File: config.mk
export PLATFORM = sky130hd
export DESIGN_NAME = weighted_rr_fifo_arbiter
export DESIGN_NICKNAME = d
export VERILOG_FILES = /design/src/rtl/weighted_rr_fifo_arbiter.sv
export SDC_FILE = /design/constraint.sdc
export NUM_CORES = 1
export LEC_CHECK = 0
export CAP_MARGIN = 20
export CORE_UTILIZATION = 55
export DETAILED_ROUTE_END_ITERATION = 12
export HOLD_SLACK_MARGIN = 0.08
export PLACE_DENSITY = 0.76
export SYNTH_ARGS = -nofsm -noshare
export SYNTH_HDL_FRONTEND = slang
export SYNTH_SLANG_ARGS = --single-unit
File: constraint.sdc
create_clock -name clk -period 3.6 [get_ports clk]
set_input_delay 0.72 -clock clk [delete_from_list [all_inputs] [get_ports clk]]
set_output_delay 0.72 -clock clk [all_outputs]
set_load 0.01 [all_outputs]
File: src/rtl/weighted_rr_fifo_arbiter.sv
// Four queued requesters drained onto one registered ready/valid port using
// weighted round-robin bursts; each queue may take up to weight+1 consecutive grants.
module weighted_rr_fifo_arbiter #(
   parameter int unsigned DW    = 8,
   parameter int unsigned DEPTH = 8,
   parameter int unsigned WW    = 2
) (
   input  logic              clk,
   input  logic              rst_n,
   input  logic [3:0]        wen,
   input  logic [DW-1:0]     a,
   input  logic [DW-1:0]     b,
   input  logic [DW-1:0]     c,
   input  logic [DW-1:0]     d,
   input  logic [4*WW-1:0]   weights,
   input  logic              out_ready,
   output logic [DW-1:0]     dout,
   output logic              valid,
   output logic [3:0]        full,
   output logic              err
);

   localparam int unsigned AW = $clog2(DEPTH);

   typedef enum logic [0:0] {StIdle, StBurst} state_e;

   logic [DW-1:0] mem_q    [4][DEPTH];
   logic [AW-1:0] wr_ptr_q [4];
   logic [AW-1:0] rd_ptr_q [4];
   logic [AW:0]   occ_q    [4];
   logic [AW:0]   occ_d    [4];
   logic [DW-1:0] wdata    [4];
   logic [WW-1:0] wsel     [4];
   logic [3:0]    full_q, nonempty, push, pop;
   logic          err_q, valid_q;
   logic [DW-1:0] dout_q;

   state_e        state_q, state_d;
   logic [1:0]    base_q, base_d, cur_q, cur_d;
   logic [WW:0]   cnt_q, cnt_d;
   logic [WW-1:0] wlat_q, wlat_d;
   logic          pop_en, pop_opp;
   logic [1:0]    pop_sel;
   logic [2:0]    hit_base, hit_next;

   // Returns {hit, index} of the first non-empty queue at start, start+1, ... (mod 4).
   function automatic logic [2:0] find_first(input logic [1:0] start, input logic [3:0] ne);
      logic [1:0] idx;
      find_first = 3'b000;
      for (int k = 3; k >= 0; k--) begin
         idx = start + 2'(k);
         if (ne[idx]) find_first = {1'b1, idx};
      end
   endfunction

   always_comb begin
      wdata[0] = a;
      wdata[1] = b;
      wdata[2] = c;
      wdata[3] = d;
      for (int i = 0; i < 4; i++) begin
         wsel[i]     = weights[i*WW +: WW];
         nonempty[i] = (occ_q[i] != '0);
      end
   end

   assign pop_opp  = ~valid_q | out_ready;
   assign hit_base = find_first(base_q, nonempty);
   assign hit_next = find_first(cur_q + 2'd1, nonempty);

   always_comb begin
      state_d = state_q;
      base_d  = base_q;
      cur_d   = cur_q;
      cnt_d   = cnt_q;
      wlat_d  = wlat_q;
      pop_en  = 1'b0;
      pop_sel = cur_q;
      if (pop_opp) begin
         unique case (state_q)
            StIdle: begin
               if (hit_base[2]) begin
                  pop_en  = 1'b1;
                  pop_sel = hit_base[1:0];
                  cur_d   = hit_base[1:0];
                  cnt_d   = (WW+1)'(1);
                  wlat_d  = wsel[hit_base[1:0]];
                  state_d = StBurst;
               end
            end
            StBurst: begin
               if (nonempty[cur_q] && (cnt_q <= {1'b0, wlat_q})) begin
                  pop_en = 1'b1;
                  cnt_d  = cnt_q + (WW+1)'(1);
               end else if (hit_next[2]) begin
                  pop_en  = 1'b1;
                  pop_sel = hit_next[1:0];
                  cur_d   = hit_next[1:0];
                  cnt_d   = (WW+1)'(1);
                  wlat_d  = wsel[hit_next[1:0]];
               end else begin
                  state_d = StIdle;
                  base_d  = cur_q + 2'd1;
               end
            end
            default: state_d = StIdle;
         endcase
      end
   end

   // Writes use the registered full flag, so a pop in the same cycle cannot rescue a drop.
   always_comb begin
      for (int i = 0; i < 4; i++) begin
         push[i]  = wen[i] & ~full_q[i];
         pop[i]   = pop_en & (pop_sel == 2'(i));
         occ_d[i] = occ_q[i];
         if (push[i] && !pop[i]) begin
            occ_d[i] = occ_q[i] + (AW+1)'(1);
         end else if (!push[i] && pop[i]) begin
            occ_d[i] = occ_q[i] - (AW+1)'(1);
         end
      end
   end

   always_ff @(posedge clk) begin
      for (int i = 0; i < 4; i++) begin
         if (push[i]) mem_q[i][wr_ptr_q[i]] <= wdata[i];
      end
   end

   always_ff @(posedge clk or negedge rst_n) begin
      if (!rst_n) begin
         for (int i = 0; i < 4; i++) begin
            wr_ptr_q[i] <= '0;
            rd_ptr_q[i] <= '0;
            occ_q[i]    <= '0;
         end
         full_q  <= '0;
         err_q   <= 1'b0;
         dout_q  <= '0;
         valid_q <= 1'b0;
         state_q <= StIdle;
         base_q  <= '0;
         cur_q   <= '0;
         cnt_q   <= '0;
         wlat_q  <= '0;
      end else begin
         for (int i = 0; i < 4; i++) begin
            if (push[i]) wr_ptr_q[i] <= wr_ptr_q[i] + AW'(1);
            if (pop[i])  rd_ptr_q[i] <= rd_ptr_q[i] + AW'(1);
            occ_q[i]  <= occ_d[i];
            full_q[i] <= (occ_d[i] == (AW+1)'(DEPTH));
         end
         err_q <= |(wen & full_q);
         if (pop_en) begin
            dout_q  <= mem_q[pop_sel][rd_ptr_q[pop_sel]];
            valid_q <= 1'b1;
         end else if (out_ready) begin
            valid_q <= 1'b0;
         end
         state_q <= state_d;
         base_q  <= base_d;
         cur_q   <= cur_d;
         cnt_q   <= cnt_d;
         wlat_q  <= wlat_d;
      end
   end

   assign dout  = dout_q;
   assign valid = valid_q;
   assign full  = full_q;
   assign err   = err_q;

endmodule
# == Word level (Yosys, flattened, before mapping) ==
# Memory sizes are Yosys's and may differ from the RTL's.
# Cells that the tools add are included.
# classes
div,0
n_reduce_logical,31
n_shift,0
mux,82
addsub,24
magnitude_cmp,22
eq_ne,11
multipliers,0
bitwise_logic,26
# op_table
operator,n
2-to-1 mux 64 bit,4
demux 8 bit (select 3 bit),4
2-to-1 mux 8 bit,6
2-to-1 mux 3 bit,13
2-to-1 mux 4 bit,8
adder 3 x 1 -> 3 bit (second input constant),9
< comparator 2 x 3 -> 1 bit (second input constant),9
binary-select mux 8 bit (select 3 bit),1
2-to-1 mux 2 bit,11
>= comparator 4 bit (second input constant),5
NOT 3 -> 4 bit,5
2-to-1 mux 1 bit,19
binary-select mux 1 bit (select 2 bit),9
adder 4 x 1 -> 4 bit (second input constant),4
equality test 4 bit (second input constant),4
< comparator 4 x 1 -> 1 bit (second input constant),4
nonzero test 4 bit,4
subtractor 4 x 1 -> 4 bit (second input constant),4
logical AND 1 bit,13
>= comparator 3 bit (second input constant),3
NOT 2 -> 3 bit,3
adder 2 bit (second input constant),4
AND 1 bit,8
binary-select mux 2 bit (select 2 bit),2
other kinds (20),40
# totals
rom_bits,0
mem_count,1
reg_bits,64
wordCells,218
ramBits,256
latchBits,0
# mem_list
memory,words,word_bits,read_ports,rd_ports_with_merged_regs,write_ports,line,rtl
mem_q,4,64,1,0,4,27,logic [DW-1:0] mem_q [4][DEPTH];

# == Logic depth before layout (Yosys ltp) ==
# Gate-level depths: netlist of run 1.
# depth
ltp_word,20
depth_mapped,16
depth_no_buf,13

# == Worst setup path after synthesis of run 1 ==
# Ideal clock, no wire load.
# synth_path
path_kind,register to register
from,register occ_q[12] (netlist bit)
to,"register dout_q[0], in the netlist dout[0]"
n_path_buf,2
t_arrival_ps,3420
synth_period_minus_slack_ps,3512
setup_slack_ps,88
setup_ps,92
stages_incl_launch_ff,15
cell_sequence,dfrtp_1 > inv_1 > ha_1 > or3b_1 > buf_2 > a21o_1 > a211oi_4 > o21ai_0 > a211o_2 > clkinv_4 > clkbuf_1 > mux2i_1 > mux2i_1 > a22o_1 > o31ai_2
# synth_between
elab_chain_cells,19
# synth_lines
item,line,rtl
from (decl),30,logic [AW:0] occ_q [4];
"from (signal, indexed assignment)",151,occ_q[i] <= occ_d[i];
nonzero test 4 bit (*),63,nonempty[i] = (occ_q[i] != '0);
binary-select mux 1 bit (select 2 bit),52,"if (ne[idx]) find_first = {1'b1, idx};"
2-to-1 mux 1 bit (implied by the code),52,
2-to-1 mux 3 bit (4 in a row),52,
2-to-1 mux 2 bit (2 in a row),-,
case mux 2 bit (2 select lines),-,
2-to-1 mux 2 bit,-,
NOT 2 -> 3 bit (implied by the code),156,dout_q <= mem_q[pop_sel][rd_ptr_q[pop_sel]];
binary-select mux 3 bit (select 2 bit),156,
2-to-1 mux 3 bit (implied by the code) (2 in a row),156,
NOT 3 -> 4 bit (implied by the code),156,
binary-select mux 8 bit (select 3 bit),156,
2-to-1 mux 8 bit (implied by the code) (2 in a row),156,
to (signal assigned),156,
to (decl),36,logic [DW-1:0] dout_q;
# Every way passes the cells marked *; elsewhere a longest branch is shown, timed or not. The select of a mux whose other input is x is not followed.
# A chain may end at the register's enable or synchronous reset.

# == Final worst setup path of run 1 ==
# layout_path
from,register occ_q[12] (netlist bit)
to,"register dout_q[3], in the netlist dout[3]"
# Same word-level chain as after synthesis.

==> results of run 1 <==
-- through the flow --
step	worst slack, ns	total power, mW
floorplan	0.0878	10.5
global placement	-0.0998	13.0
detailed placement	-0.204	13.2
CTS	0.00859	17.5
global route	-0.0393	18.7
finish	0.0890	17.9
-- cell families after synthesis --
logic type | synth area share
multiplexers | 0.171
buffers and inverters | 0.0245
flip-flops | 0.652
adder cells (fa/ha/maj) | 0.0167
XOR/XNOR | 0.0197
AND/OR/NAND/NOR | 0.0650
AO/OA/AOI/OAI | 0.0520
-- synthesized netlist by cell type (4+ instances only) --
master,instances,share of area
nand3_1,13,0.0046
buf_6,8,0.0063
buf_4,10,0.0053
inv_1,17,0.0045
nand2b_1,12,0.0053
a21oi_1,8,0.0028
dfrtp_1,64,0.11
nor2b_1,5,0.0022
mux2_2,6,0.0047
clkbuf_1,14,0.0037
nor3b_1,5,0.0026
nor4b_1,6,0.0037
mux2i_1,235,0.17
and3_1,7,0.0031
ha_1,19,0.017
nand2_1,49,0.013
nor2_1,33,0.0087
buf_2,7,0.0025
o21ai_0,21,0.0074
a22o_1,17,0.010
xor2_1,4,0.0025
o31ai_2,8,0.0070
nor3_1,20,0.0070
xnor2_1,28,0.017
edfxtp_1,256,0.54
-- worst paths after layout --
path	slack (ns)	depth (start not counted)	from	endpoint
worst max-delay path	0.09	16	occ_q[12]	dout[3]
worst min-delay path	0.28	1	rst_n	state_q
worst max register to register	0.09	16	occ_q[12]	dout[3]
worst min register to register	0.48	1	rd_ptr_q[8]	rd_ptr_q[8]
max in group asynchronous	2.64	2	rst_n	dout[0]
min in group clk	0.48	1	rd_ptr_q[8]	rd_ptr_q[8]
-- per-layer routing --
| layer | track usage | vias to the layer above | routed length [um] |
|---|---|---|---|
| met4 | 0.0879 | 0 | 1050 |
| met1 | 0.400 | 4475 | 15400 |
| met2 | 0.445 | 403 | 17000 |
| met5 | 0 | - | 0 |
| met3 | 0.0637 | 71 | 3430 |
| li1 | - | 3971 | - |
-- repair_timing --
action | in CTS | in global routing
pin swaps | 4 | 5
resized for setup | 21 | 25
setup endpoints to repair | 9 | 12
cloned | 4 | 2
buffers inserted | 4 | 7
-- registers in the layout, summed over array words and instances, names as in the netlist --
signal and count:
base_q 2, dout 8, rd_ptr_q 12, wr_ptr_q 12
cur_q 2, cnt_q 3, state_q 1, occ_q 16
err 1, mem_q 256, valid 1, full 4
wlat_q 2
-- cell type report --
cell class | count | area [um2] | share of cell area
clock buffers | 38 | 866 | 0.0491
clock inverters | 22 | 278 | 0.0158
inverters | 19 | 88.8 | 0.00504
multi-input cells | 554 | 4790 | 0.272
flip-flops and latches | 320 | 9290 | 0.527
well taps | 330 | 413 | 0.0234
repair buffers | 200 | 1900 | 0.108
-- power breakdown --
group	switching [mW]	internal (mW)
sequential	0.477	4.76
clock	1.45	2.12
combinational	4.69	4.44
==> metrics, run 1 <==
Final Hold Viols=0; RSZ-0062 raised after global routing=true; final setup fails=0; HPWL Detailed=approximately 25 mm; maxcap violations=0; maximum root-to-sink buffer count=3; CTS hold repair buffers=0; Ports=a little over 60; fmax=around 280 MHz; initial antenna violation count=0; Crit Path Class=reg2reg; Min Hold Slack=around 0.28 ns; fin crit period=around 3.5 ns; most frequent cells in the layout=256 x edfxtp_1, 227 x mux2i_1, 124 x buf_4, 64 x dfrtp_1, 59 x clkdlybuf4s50_1; post-detailed-route DRC marker count=0; layout cells sized above 1=0.219; Syn Nets=1000; final net count=between 1000 and 1500; H-tree depth=2; ANT cells=0; worst skew pair latency=approximately 0.53 ns; CP top delay family=compound AO/OA/AOI/OAI gates; register area share after synthesis=0.652; die height=roughly 160 um; clk sinks=between 300 and 400; synthesized area=roughly 0.014 mm2; CTS buffer count=34; Pins Over Slew Limit=0; crit path DAT=3.91 ns; initial core utilization=0.563; Synth Register Bits=320; PwrDens=1020 mW/mm2; clk_skew=about 0.012 ns; Tightest Pin Transition=0.812 ns; Yosys cell types=65; overall routing resource usage=0.285; final WL=36.8 mm; Slew headroom=0.459; Synthesis Warnings=0; vias=8920; Syn Inst Count=between 900 and 1000; Critical Path End Type=flop; final core utilization=0.696; P&R area growth vs syn=23.6%; Worst setup SP type=flop; FP Rows=58; setup_tns=0 ns; area of the die=0.0266 mm2; fillers=between 1500 and 2000; Worst Hold Class=in2async; non-filler instance count after layout=1483; TritonCTS clock tree=built; critical path, cell by cell=inv_2 -> ha_4 -> or3b_4 -> buf_4 -> o221ai_1 -> nand3_2 -> o221ai_4 -> nand2_4 -> clkinv_8 -> buf_12 -> buf_12 -> mux2i_1 -> mux2i_1 -> mux2i_2 -> a22o_1 -> o31ai_2; core area=0.0253 mm2; DP Area=around 0.016 mm2; asr flop ratio synth=0.200; pin count of the biggest net entering global routing=34; syn avg cell area=15.3 um2; Post-DRT Antenna Nets=0; grt ovf=0; number of flops mapped to enable cells by yosys=between 200 and 300; Worst Path Required=roughly 4 ns; Period Utilization, post-route=0.975; drt pass-1 iters=7; design area=approximately 0.018 mm2; Port-buffer cells=60; outcome=completed; Synth Flop Type=edfxtp_1; Initial DRC Count=slightly above 900; Critical Path Slowest Stage Cell=dfrtp_1; Final GP Congestion=between 0.8 and 0.9; clk root buf=clkbuf_16; routed length per instance=24.8 um; CP Buf/Inv Count=5; via count of the first global-routing pass=between 9000 and 10000; placed cells=1406; worst-path maximum fanout=12; vias per std cell=~6; peak supply drop=0.000628 V; most common cell after layout, fill and taps aside=edfxtp_1; wire length of the first global-routing pass=54.4 mm; Die X=between 150 and 200 um; crit-path max cell delay=0.40 ns; Leak=approximately 6.6 nW; Worst-path clk slew=0.06 ns
(Power assumes the default switching activity.)
==> inputs of run 2 (changes only) <==
--- a/config.mk
+++ b/config.mk
@@ -6,10 +6,11 @@
 export NUM_CORES = 1
 export LEC_CHECK = 0
 export CAP_MARGIN = 20
-export CORE_UTILIZATION = 55
+export CORE_UTILIZATION = 57
 export DETAILED_ROUTE_END_ITERATION = 12
+export DONT_BUFFER_PORTS = 1
 export HOLD_SLACK_MARGIN = 0.08
-export PLACE_DENSITY = 0.76
+export PLACE_DENSITY = 0.75
 export SYNTH_ARGS = -nofsm -noshare
 export SYNTH_HDL_FRONTEND = slang
 export SYNTH_SLANG_ARGS = --single-unit
==> metrics, run 2 (synthesis results as in run 1) <==
outcome=completed; post-detailed-route DRC marker count=0; DP Area=~0.015 mm2; worst skew pair latency=between 0.5 and 0.6 ns; FP Rows=57; CP Buf/Inv Count=4; Min-Delay Endpoint=mem_q[3][58]; Pins Over Slew Limit=0; CP top delay family=compound AO/OA/AOI/OAI gates; Ports=61; Final GP Congestion=0.879; Die X=about 160 um; Pwr Total=~17 mW; final WL=between 30 and 40 mm; TritonCTS clock tree=built; max reg flops=between 200 and 300; area of the die=~0.026 mm2; pin count of the biggest net entering global routing=65; most frequent cells in the layout=256 x edfxtp_1, 230 x mux2i_1, 84 x buf_4, 64 x dfrtp_1, 49 x nand2_1; FF-to-FF Start=occ_q[12]; maximum root-to-sink buffer count=3; Place WS=-0.0758 ns; H-tree depth=1; R2R depth=15; peak supply drop=~0.00070 V; fillers=1667; design area=between 0.015 and 0.02 mm2; Port-buffer cells=0; CP most frequent cell=mux2i_1; most common cell after layout, fill and taps aside=edfxtp_1; fmax=about 280 MHz; min-delay src=d[2]; final setup fails=0; drt pass-1 iters=5; crit-path max cell delay=slightly below 0.4 ns; layout cells sized above 1=0.193; PwrDens=between 1000 and 1500 mW/mm2; area occupied by multi-input gates=roughly 0.0048 mm2; P&R area growth vs syn=16.1%; WHS Path Cells=0; worst-path maximum fanout=33; core area=~0.024 mm2; Slew headroom=0.313; overall routing resource usage=0.276; die height=160 um; ANT cells=0; routed length per instance=25.7 um; critical path, cell by cell=inv_1 -> ha_4 -> or3b_4 -> buf_4 -> o41ai_4 -> a31oi_2 -> o221ai_4 -> nand2_4 -> clkinv_8 -> buf_16 -> mux2i_1 -> mux2i_1 -> mux2i_1 -> a22o_1 -> o31ai_2; vias=8346; vias per std cell=between 6 and 7; RR Endpoint=dout[2]; clk root buf=clkbuf_16; Worst setup SP type=flop; maxcap violations=0; RSZ-0062 raised after global routing=true; Final Hold Viols=0; grt ovf=0; final net count=around 1100; Critical Path End Type=flop; Post-DRT Antenna Nets=0; placed cells=around 1300; Leak=around 6 nW; Tightest Pin Transition=around 1.0 ns; CTS buffer count=31; Worst-path clk slew=approximately 0.070 ns; Min Hold Slack=0.239 ns; HPWL Detailed=23.9 mm; flop2flop setup slack=0.09 ns; clk_skew=between 0.009 and 0.01 ns; initial core utilization=0.584; worst setup margin=between 0.08 and 0.09 ns; via count of the first global-routing pass=8432; fin crit period=around 3.5 ns; Crit Path Class=reg2reg; FF/Latch Area=just over 0.009 mm2; clk sinks=320; crit path DAT=3.96 ns; Worst Hold Class=in2reg; Critical Path Slowest Stage Cell=or3b_4; initial antenna violation count=1; Initial DRC Count=slightly above 900; Worst Path Required=4.04 ns; wire length of the first global-routing pass=just over 50 mm; non-filler instance count after layout=between 1000 and 1500; Period Utilization, post-route=0.976
[run 2: where the power goes]
part	switching (mW)	internal [mW]	leakage (nW)	total, mW
Combinational	4.45	3.95	2.55	8.41
Clock	1.37	1.77	0.474	3.14
Sequential	0.523	4.76	3.09	5.29
Total	6.35	10.5	6.12	16.8
[run 2: cell type report]
cell class                 instances  share of cell area
clock buffer                      43              0.0508
clock inverter                    15             0.00809
inverter                          19             0.00582
multi-input combinational        554               0.287
sequential                       320               0.561
tap                              324              0.0245
timing repair buffer             102              0.0620
[run 2: how the worst max path moves through the flow]
stage	start	to	slack (ns)	depth (start not counted)
2_1_floorplan	occ_q[12]	dout[0]	0.09	14
3_3_place_gp	occ_q[8]	full[2]	-0.003	13
3_5_place_dp	occ_q[8]	full[2]	-0.08	14
4_1_cts	occ_q[12]	dout[2]	0.008	16
5_1_grt	occ_q[8]	dout[4]	-0.07	16
6_report	occ_q[12]	dout[2]	0.09	15
[run 2: through the flow]
step / util / TNS, ns
detailed placement: 0.620 / -0.461
global route: 0.678 / -0.296
floorplan: - / 0
global placement: 0.620 / -0.00349
finish: 0.678 / 0
CTS: 0.667 / 0
[run 2: per-layer routing]
layer	track usage	share of wire	up-vias
met4	0.0762	0.026	0
li1	-	-	3764
met2	0.472	0.49	286
met1	0.353	0.41	4228
met5	0	0	-
met3	0.0634	0.075	68
[run 2: what timing repair did]
| item | in CTS | in global routing |
|---|---|---|
| resized for setup | 16 | 25 |
| endpoints found under the hold margin | 64 | 0 |
| setup endpoints to repair | 10 | 12 |
| setup buffers | 2 | 10 |
| pin swaps | 5 | 6 |
| cloned | 2 | 3 |
| hold buffers | 2 | 0 |
